==> src/rtl/ipv4_hdr_csum_insert.sv <==
// IPv4 header checksum inserter: buffers the 5-word header, computes the
// one's-complement checksum, patches word 2 and then forwards the payload.
module ipv4_hdr_csum_insert #(
  parameter int unsigned CHECK_HDR = 1
) (
  input  logic        clk,
  input  logic        rst_n,
  input  logic [31:0] s_data,
  input  logic [3:0]  s_keep,
  input  logic        s_valid,
  input  logic        s_last,
  output logic        s_ready,
  output logic [31:0] m_data,
  output logic [3:0]  m_keep,
  output logic        m_valid,
  output logic        m_last,
  input  logic        m_ready
);

  typedef enum logic [1:0] {HDR, CALC, EMIT, PASS} state_t;

  state_t      state_q, state_d;
  logic [2:0]  hcnt_q, hcnt_d;
  logic [2:0]  eidx_q, eidx_d;
  logic [15:0] acc_hi_q, acc_hi_d;
  logic [15:0] acc_lo_q, acc_lo_d;
  logic [15:0] csum_q, csum_d;
  logic        patch_q, patch_d;
  logic        short_q, short_d;
  logic        last_q, last_d;
  logic        m_valid_q, m_valid_d;
  logic [31:0] m_data_q, m_data_d;
  logic [3:0]  m_keep_q, m_keep_d;
  logic        m_last_q, m_last_d;

  logic [31:0] hbuf_q  [5];
  logic [3:0]  hkeep_q [5];

  logic        hdr_wr;
  logic [31:0] s_masked;
  logic [2:0]  nidx;

  function automatic logic [15:0] ones_add(input logic [15:0] a, input logic [15:0] b);
    logic [16:0] s;
    s = {1'b0, a} + {1'b0, b};
    return s[15:0] + {15'd0, s[16]};
  endfunction

  assign s_masked = s_data & {{8{s_keep[3]}}, {8{s_keep[2]}}, {8{s_keep[1]}}, {8{s_keep[0]}}};
  assign nidx     = eidx_q + 3'd1;

  always_comb begin
    state_d   = state_q;
    hcnt_d    = hcnt_q;
    eidx_d    = eidx_q;
    acc_hi_d  = acc_hi_q;
    acc_lo_d  = acc_lo_q;
    csum_d    = csum_q;
    patch_d   = patch_q;
    short_d   = short_q;
    last_d    = last_q;
    m_valid_d = m_valid_q;
    m_data_d  = m_data_q;
    m_keep_d  = m_keep_q;
    m_last_d  = m_last_q;
    hdr_wr    = 1'b0;

    case (state_q)
      HDR: begin
        if (s_valid) begin
          hdr_wr   = 1'b1;
          acc_hi_d = ones_add(acc_hi_q, s_masked[31:16]);
          // checksum field itself contributes zero
          acc_lo_d = ones_add(acc_lo_q, (hcnt_q == 3'd2) ? 16'h0000 : s_masked[15:0]);
          hcnt_d   = hcnt_q + 3'd1;
          last_d   = s_last;
          short_d  = s_last && (hcnt_q != 3'd4);
          if (s_last || hcnt_q == 3'd4) begin
            state_d = CALC;
          end
        end
      end

      CALC: begin
        csum_d    = ~ones_add(acc_hi_q, acc_lo_q);
        patch_d   = !short_q &&
                    ((CHECK_HDR == 0) ||
                     (hbuf_q[0][31:28] == 4'h4 && hbuf_q[0][27:24] == 4'h5));
        eidx_d    = '0;
        m_valid_d = 1'b1;
        m_data_d  = hbuf_q[0];
        m_keep_d  = hkeep_q[0];
        m_last_d  = last_q && (hcnt_q == 3'd1);
        state_d   = EMIT;
      end

      EMIT: begin
        if (m_ready) begin
          if (eidx_q == hcnt_q - 3'd1) begin
            m_valid_d = 1'b0;
            m_last_d  = 1'b0;
            if (last_q) begin
              hcnt_d   = '0;
              acc_hi_d = '0;
              acc_lo_d = '0;
              state_d  = HDR;
            end else begin
              state_d  = PASS;
            end
          end else begin
            eidx_d   = nidx;
            m_data_d = (nidx == 3'd2 && patch_q) ? {hbuf_q[2][31:16], csum_q} : hbuf_q[nidx];
            m_keep_d = hkeep_q[nidx];
            m_last_d = last_q && (nidx == hcnt_q - 3'd1);
          end
        end
      end

      PASS: begin
        if (s_valid && m_ready && s_last) begin
          hcnt_d   = '0;
          acc_hi_d = '0;
          acc_lo_d = '0;
          state_d  = HDR;
        end
      end

      default: state_d = HDR;
    endcase
  end

  always_ff @(posedge clk or negedge rst_n) begin
    if (!rst_n) begin
      state_q   <= HDR;
      hcnt_q    <= '0;
      eidx_q    <= '0;
      acc_hi_q  <= '0;
      acc_lo_q  <= '0;
      csum_q    <= '0;
      patch_q   <= 1'b0;
      short_q   <= 1'b0;
      last_q    <= 1'b0;
      m_valid_q <= 1'b0;
      m_data_q  <= '0;
      m_keep_q  <= '0;
      m_last_q  <= 1'b0;
    end else begin
      state_q   <= state_d;
      hcnt_q    <= hcnt_d;
      eidx_q    <= eidx_d;
      acc_hi_q  <= acc_hi_d;
      acc_lo_q  <= acc_lo_d;
      csum_q    <= csum_d;
      patch_q   <= patch_d;
      short_q   <= short_d;
      last_q    <= last_d;
      m_valid_q <= m_valid_d;
      m_data_q  <= m_data_d;
      m_keep_q  <= m_keep_d;
      m_last_q  <= m_last_d;
    end
  end

  always_ff @(posedge clk) begin
    if (hdr_wr) begin
      hbuf_q[hcnt_q]  <= s_masked;
      hkeep_q[hcnt_q] <= s_keep;
    end
  end

  // payload phase is a straight wire; header phase uses the registered beat
  assign s_ready = (state_q == HDR) || (state_q == PASS && m_ready);
  assign m_valid = (state_q == PASS) ? s_valid : m_valid_q;
  assign m_data  = (state_q == PASS) ? s_data  : m_data_q;
  assign m_keep  = (state_q == PASS) ? s_keep  : m_keep_q;
  assign m_last  = (state_q == PASS) ? s_last  : m_last_q;

endmodule

==> config.mk <==
export PLATFORM = sky130hd
export DESIGN_NAME = ipv4_hdr_csum_insert
export DESIGN_NICKNAME = d
export VERILOG_FILES = /design/src/rtl/ipv4_hdr_csum_insert.sv
export SDC_FILE = /design/constraint.sdc
export NUM_CORES = 1
export LEC_CHECK = 0
export ABC_AREA = 1
export CORE_MARGIN = 8
export CORE_UTILIZATION = 40
export CTS_CLUSTER_DIAMETER = 150
export CTS_CLUSTER_SIZE = 40
export DETAILED_ROUTE_END_ITERATION = 10
export PLACE_DENSITY_LB_ADDON = 0.25
export SLEW_MARGIN = 0
export SYNTH_ARGS = -nofsm -noshare
export SYNTH_HDL_FRONTEND = slang
export SYNTH_SLANG_ARGS = --single-unit
==> constraint.sdc <==
create_clock -name clk -period 6.2 [get_ports clk]
set_input_delay 0.62 -clock clk [delete_from_list [all_inputs] [get_ports clk]]
set_output_delay 0.62 -clock clk [all_outputs]
set_load 0.05 [all_outputs]
==> results of run 1 <==
## metal layers
layer | routed length, um | global-route usage [%]
met2 | 21190 | 31.39
met3 | 2739 | 2.925
met5 | 0 | 0
met4 | 910 | 4.283
met1 | 20390 | 25.22
## power breakdown
group / switching, mW / internal (mW)
logic: 3.12 / 1.46
registers: 0.291 / 2.40
clock network: 0.554 / 0.333
total: 3.96 / 4.19
## worst paths after layout
path	to	slack [ps]	cells past startpoint
max reg2reg	acc_lo_q[10]$_DFFE_PN0P_	1910	27
min	acc_lo_q[10]$_DFFE_PN0P_	140	1
min reg2reg	patch_q$_DFFE_PN0P_	480	1
max	acc_lo_q[10]$_DFFE_PN0P_	1910	27
min in group clk	patch_q$_DFFE_PN0P_	480	1
max in group asynchronous	m_data_q[5]$_DFFE_PN0P_	4800	2
## state kept, by name, indices dropped and copies added, names as in the netlist
register   cells
acc_hi_q      16
acc_lo_q      16
csum_q        16
eidx_q         3
hbuf_q       160
hcnt_q         3
hkeep_q       20
last_q         1
m_data_q      32
m_keep_q       4
m_last_q       1
m_valid_q      1
patch_q        1
short_q        1
state_q        2
## cell usage in the layout, fill, tap and decap left out, types with 4 or more instances in the layout
cell / netlist / final
xor2_1: 10 / 10
nand3b_1: 9 / 9
buf_4: 5 / 16
nand4_1: 18 / 18
o22ai_1: 45 / 45
nand3_1: 95 / 95
clkbuf_16: 0 / 11
nand2_2: 25 / 25
nand2_1: 535 / 535
nor3_1: 9 / 6
o221ai_1: 15 / 15
o21ai_1: 19 / 19
clkbuf_1: 44 / 4
xnor2_1: 6 / 6
ha_1: 61 / 61
clkdlybuf4s50_1: 0 / 78
o21ai_0: 150 / 150
a21oi_1: 54 / 54
nor2_1: 177 / 175
o31ai_1: 9 / 9
and2_1: 4 / 4
a31oi_1: 28 / 28
inv_2: 15 / 15
inv_1: 232 / 232
edfxtp_1: 180 / 180
o211ai_1: 20 / 20
nand3_2: 11 / 10
o21a_1: 11 / 11
dfrtp_1: 97 / 96
nor2_2: 17 / 16
o21bai_1: 5 / 5
nor2_4: 8 / 11
## worst max-delay path: cells and delay by family (launching register included)
family                   cells  cell delay [ps]
buffers and inverters        5              650
adder cells (fa/ha/maj)      4             1020
AO/OA/AOI/OAI                3              370
AND/OR/NAND/NOR             15             1720
flip-flops                   1              450
## layout make-up
class	instances	area, um2	area share, %
inverter	248	930.9	5.274
sequential	277	7834	44.38
tap	525	656.9	3.721
clock buffer	15	290.3	1.644
timing repair buffer	94	900.9	5.103
clock inverter	1	5.005	0.02835
multi-input combinational	1357	7034	39.85
## cell families after synthesis
kind of cell,after synthesis
compound gates,363
buf+inv,322
simple gates,913
flops,277
fa+ha+maj,64
xor+xnor,17
==> results.py, run 1 <==
metrics = {
    "status": {
        "status": "completed",
    },
    "sta": {
        "period_needed_ps": 4293,
        "relSlewSlack_pct": 42.07,
        "hold_violations": 0,
        "fin_crit_sh_pct": 69.24,
        "holdWs_ps": 139.1,
        "clock_skew_ps": 13.62,
        "setup_viol": 0,
        "layout_setup_ws_ps": 1907,
        "maxSlewViolCount": 0,
        "max_freq_mhz": 232.9,
        "rsz0062_at_grt": "no",
        "tns_ps": 0,
        "tightestPinTransition_ps": 869.0,
    },
    "placement": {
        "dpl.hpwl_um": 31250,
        "port_buffers": 79,
        "post-place-cells": 2501,
        "gp_congestion": 0.8961,
        "dp_worst_setup_slack_ps": 1440,
        "placed_area_mm2": 0.01736,
    },
    "power": {
        "p_leak_nw": 7.821,
        "p_total_mw": 8.156,
        "ir_drop_uv": 192.7,
        "p_per_area_mw_per_mm2": 462.1,
    },
    "critical_path": {
        "worstPathArrival_ps": 4700,
        "crit_path_frequent_cell": "nand2_1",
        "crit_slowest_cell": "dfrtp_1",
        "r2r-start": "hcnt_q[0]$_DFFE_PN0P_",
        "critical-path-max-stage-delay_ps": 450,
        "worstSetupPathType": "reg -> reg",
        "cp-end-kind": "flip-flop",
        "start_kind": "flip-flop",
        "crit_path_start": "hcnt_q[0]$_DFFE_PN0P_",
        "required_ps": 6610,
        "critPathMaxFanout": 16,
    },
    "floorplan": {
        "dieArea_mm2": 0.04687,
        "core_mm2": 0.03973,
        "initial_core_util_pct": 40.47,
        "num_io_pins": 80,
        "row_count": 73,
        "die_w_um": 216.5,
        "fp.dieH_um": 216.5,
    },
    "route": {
        "wire_per_inst_um": 17.97,
        "via_per_inst": 5.288,
        "drtIter0Drc": 928,
        "first_pass_iters": 5,
        "num_vias": 13310,
        "routed_wl_um": 45230,
        "drc": 0,
        "drt.antenna.violating_nets": 0,
    },
    "yosys": {
        "synthSimpleGateAreaFrac_pct": 24.30,
        "synth-adder-area-share_pct": 5.120,
        "synth_top_family_by_area": "simple AND/OR/NAND/NOR gates",
        "syn_inst": 1956,
        "synth.distinct_cells": 45,
        "synthFlopType": "edfxtp_1",
        "synth_commonest_cells": "nand2_1, inv_1, edfxtp_1",
        "synth_compound_area_share_pct": 13.09,
        "synth-seq-cells": 277,
        "synthXorXnorAreaFrac_pct": 0.9726,
        "syn-cell-area_mm2": 0.01608,
        "synth_edf_count": 180,
        "ys_warn_count": 0,
        "synthMuxAreaShare_pct": 0,
        "synth.avg_cell_area_um2": 8.221,
        "synth_seq_area_share_pct": 48.71,
        "synth.area.top_cells": "edfxtp_1, dfrtp_1, nand2_1, inv_1, ha_1",
        "synth_fp_nets": 2061,
        "synth_top_area_cell": "edfxtp_1",
        "yosysTopAreaCellShare_pct": 33.61,
        "synthMostInstantiatedCell": "nand2_1",
        "async_flop_share_pct": 35.02,
    },
    "finish": {
        "diodes": 0,
        "fin_nets": 2093,
        "area_growth_pct": 9.773,
        "instances_no_fill": 2517,
        "final_util_pct": 44.43,
        "final_cell_area_mm2": 0.01765,
        "fill_cells": 3936,
        "drive_above_1_share_pct": 5.873,
    },
    "clock_tree": {
        "cts.sinks": 277,
        "cts.repair.resized": 0,
        "ctsHtreeMaxLevel": 1,
        "postCtsSetupBuffers": 0,
        "clk_path_buf_depth": 3,
        "cts_made_buffers": 10,
        "root_buffer": "clkbuf_16",
        "clock_latency_ps": 510,
        "clk_pin_slew_ps": 150,
        "holdBufCountCts": 0,
        "cts_tree": "done",
    },
    "global_route": {
        "first_global_vias": 12710,
        "track_usage_pct": 18.73,
        "grt_pass1_wl_um": 70970,
        "grt_max_degree": 65,
        "antenna_found_initial": 0,
        "grt_overflow": 0,
    },
    "run": {
        "cap_violations": 0,
    },
    "hold_path": {
        "hp-class": "in -> async",
    },
}
Note: power is estimated with default switching activity, not from simulation.
==> run 2: changes to the inputs <==
- clock period: 6.2 -> 4.5 ns (I/O delays scaled with it)
==> run 2 against run 1 <==
Non-clock buffer count is 14 higher. Clock power is 38% higher. Highest routed layer unchanged. Largest cell class unchanged. Total power is 40% higher. Worst hold slack got worse by 140 ps. Sequential power up 37%.
==> results.py, run 2 (synthesis results as in run 1) <==
metrics = {
    "finish": {
        "diodes": 0,
        "fill_cells": 3891,
        "largest_reg_flops": 160,
        "layout_common_cells": "nand2_1, inv_1, edfxtp_1",
        "drive_above_1_share_pct": 6.580,
        "area_growth_pct": 10.40,
        "largestRegisters": "hbuf_q (160), m_data_q (32), hkeep_q (20)",
        "mostFrequentLayoutCell": "nand2_1",
        "fin_nets": 2107,
        "largest_register": "hbuf_q",
        "final_cell_area_mm2": 0.01775,
    },
    "floorplan": {
        "initial_core_util_pct": 40.47,
        "fp.dieH_um": 216.5,
        "die_w_um": 216.5,
        "core_mm2": 0.03973,
        "row_count": 73,
        "num_io_pins": 80,
        "dieArea_mm2": 0.04687,
    },
    "clock_tree": {
        "clock_latency_ps": 500,
        "ctsHtreeMaxLevel": 1,
        "clk_path_buf_depth": 3,
        "cts.repair.resized": 0,
        "cts.sinks": 277,
        "cts_made_buffers": 10,
        "postCtsSetupBuffers": 0,
        "clk_pin_slew_ps": 150,
        "cts_tree": "done",
        "holdBufCountCts": 0,
        "root_buffer": "clkbuf_16",
    },
    "sta": {
        "setup_viol": 0,
        "rsz0062_at_grt": "no",
        "clock_skew_ps": 15.09,
        "fin_crit_sh_pct": 90.71,
        "max_freq_mhz": 245.0,
        "tightestPinTransition_ps": 1026,
        "period_needed_ps": 4082,
        "maxSlewViolCount": 0,
        "tns_ps": 0,
        "hold_violations": 0,
        "relSlewSlack_pct": 31.52,
    },
    "critical_path": {
        "critPathMaxFanout": 7,
        "crit_slowest_cell": "dfrtp_1",
        "r2r-start": "hcnt_q[0]$_DFFE_PN0P_",
        "start_kind": "flip-flop",
        "r2r_end": "acc_lo_q[10]$_DFFE_PN0P_",
        "cp-end-kind": "flip-flop",
        "worstSetupPathType": "reg -> reg",
        "path_delay_family": "simple AND/OR/NAND/NOR gates",
        "required_ps": 4910,
        "r2r_setup_slack_ps": 420,
        "worstPathArrival_ps": 4490,
        "crit_path_frequent_cell": "nand2_1",
        "critical_path_buf_inv_count": 5,
        "reg2regPathDepth": 27,
        "critical-path-max-stage-delay_ps": 440,
    },
    "route": {
        "routed_wl_um": 45840,
        "drtIter0Drc": 1064,
        "drc": 0,
        "num_vias": 13320,
        "wire_per_inst_um": 18.11,
        "first_pass_iters": 5,
        "via_per_inst": 5.264,
        "drt.antenna.violating_nets": 0,
    },
    "hold_path": {
        "hp-class": "in -> async",
    },
    "power": {
        "p_per_area_mw_per_mm2": 641.5,
        "p_leak_nw": 7.898,
        "ir_drop_uv": 289.1,
    },
    "placement": {
        "gp_congestion": 0.8775,
        "placed_area_mm2": 0.01745,
        "port_buffers": 79,
        "dpl.hpwl_um": 32020,
    },
    "global_route": {
        "first_global_vias": 12940,
        "antenna_found_initial": 1,
        "grt_pass1_wl_um": 72330,
        "grt_overflow": 0,
        "grt_max_degree": 78,
        "track_usage_pct": 19.12,
    },
    "status": {
        "status": "completed",
    },
    "run": {
        "cap_violations": 0,
    },
}
[run 2: worst register-to-register path: stages, from the launching register on]
cell and delay [ps]:
dfrtp_1 440, inv_1 160, ha_1 240, nand2_1 60, inv_1 60, nor2_1 170, ha_1 250, inv_1 70
fa_1 400, inv_1 90, nand3_1 80, nand2_2 100, nand2_1 80, nand2_1 90, nand3_1 90, nand2_1 100
a21oi_1 80, o21bai_2 190, ha_1 170, nand2_1 80, nor2_1 230, nand3_2 150, nor2_4 210, inv_2 80
nor2_4 140, nor2_1 50, o21ai_0 80, nand2_1 70
[run 2: how the worst max path moves through the flow]
stage,start,end,cells after the start
3_3_place_gp,s_data[16],acc_hi_q[12]$_DFFE_PN0P_,26
2_1_floorplan,state_q[1]$_DFFE_PN0P_,hbuf_q[4][0]$_DFFE_PP_,7
6_report,hcnt_q[0]$_DFFE_PN0P_,acc_lo_q[10]$_DFFE_PN0P_,27
4_1_cts,hcnt_q[0]$_DFFE_PN0P_,acc_lo_q[10]$_DFFE_PN0P_,27
3_5_place_dp,s_data[16],acc_hi_q[12]$_DFFE_PN0P_,26
5_1_grt,hcnt_q[0]$_DFFE_PN0P_,acc_lo_q[11]$_DFFE_PN0P_,27
[run 2: final cells by class]
type	instances	area, um2	share of cell area [%]
flip-flops and latches	277	7834	44.13
multi-input cells	1357	7030	39.60
repair buffers	108	1006	5.666
inverters	248	930.9	5.243
well taps	525	656.9	3.700
clock buffers	15	290.3	1.635
clock inverters	1	5.005	0.02819
[run 2: power breakdown]
group,switching (mW),total (mW),internal (mW)
registers,0.380,3.69,3.31
clock network,0.760,1.22,0.459
logic,4.40,6.48,2.07
total,5.54,11.4,5.84
[run 2: through the flow]
stage	total power [mW]	hold slack, ps	util, %	setup WS [ps]	cells
finish	11.39	2.565	44.68	417.9	2531
global route	12.24	38.41	44.68	81.31	2531
CTS	11.42	22.50	44.67	347.9	2531
detailed placement	10.20	449.6	43.93	47.03	2515
global placement	10.13	452.9	43.93	199.2	2515
floorplan	8.339	154.4	-	315.8	1956
[run 2: routing by layer]
metal	global-route usage, %	wire length, um	up-vias	share of wire [%]
li1	-	-	6582	-
met1	26.16	20950	6321	46
met2	31.89	21560	360	47
met3	2.242	2328	61	5.1
met4	4.914	1004	0	2.2
met5	0	0	-	0
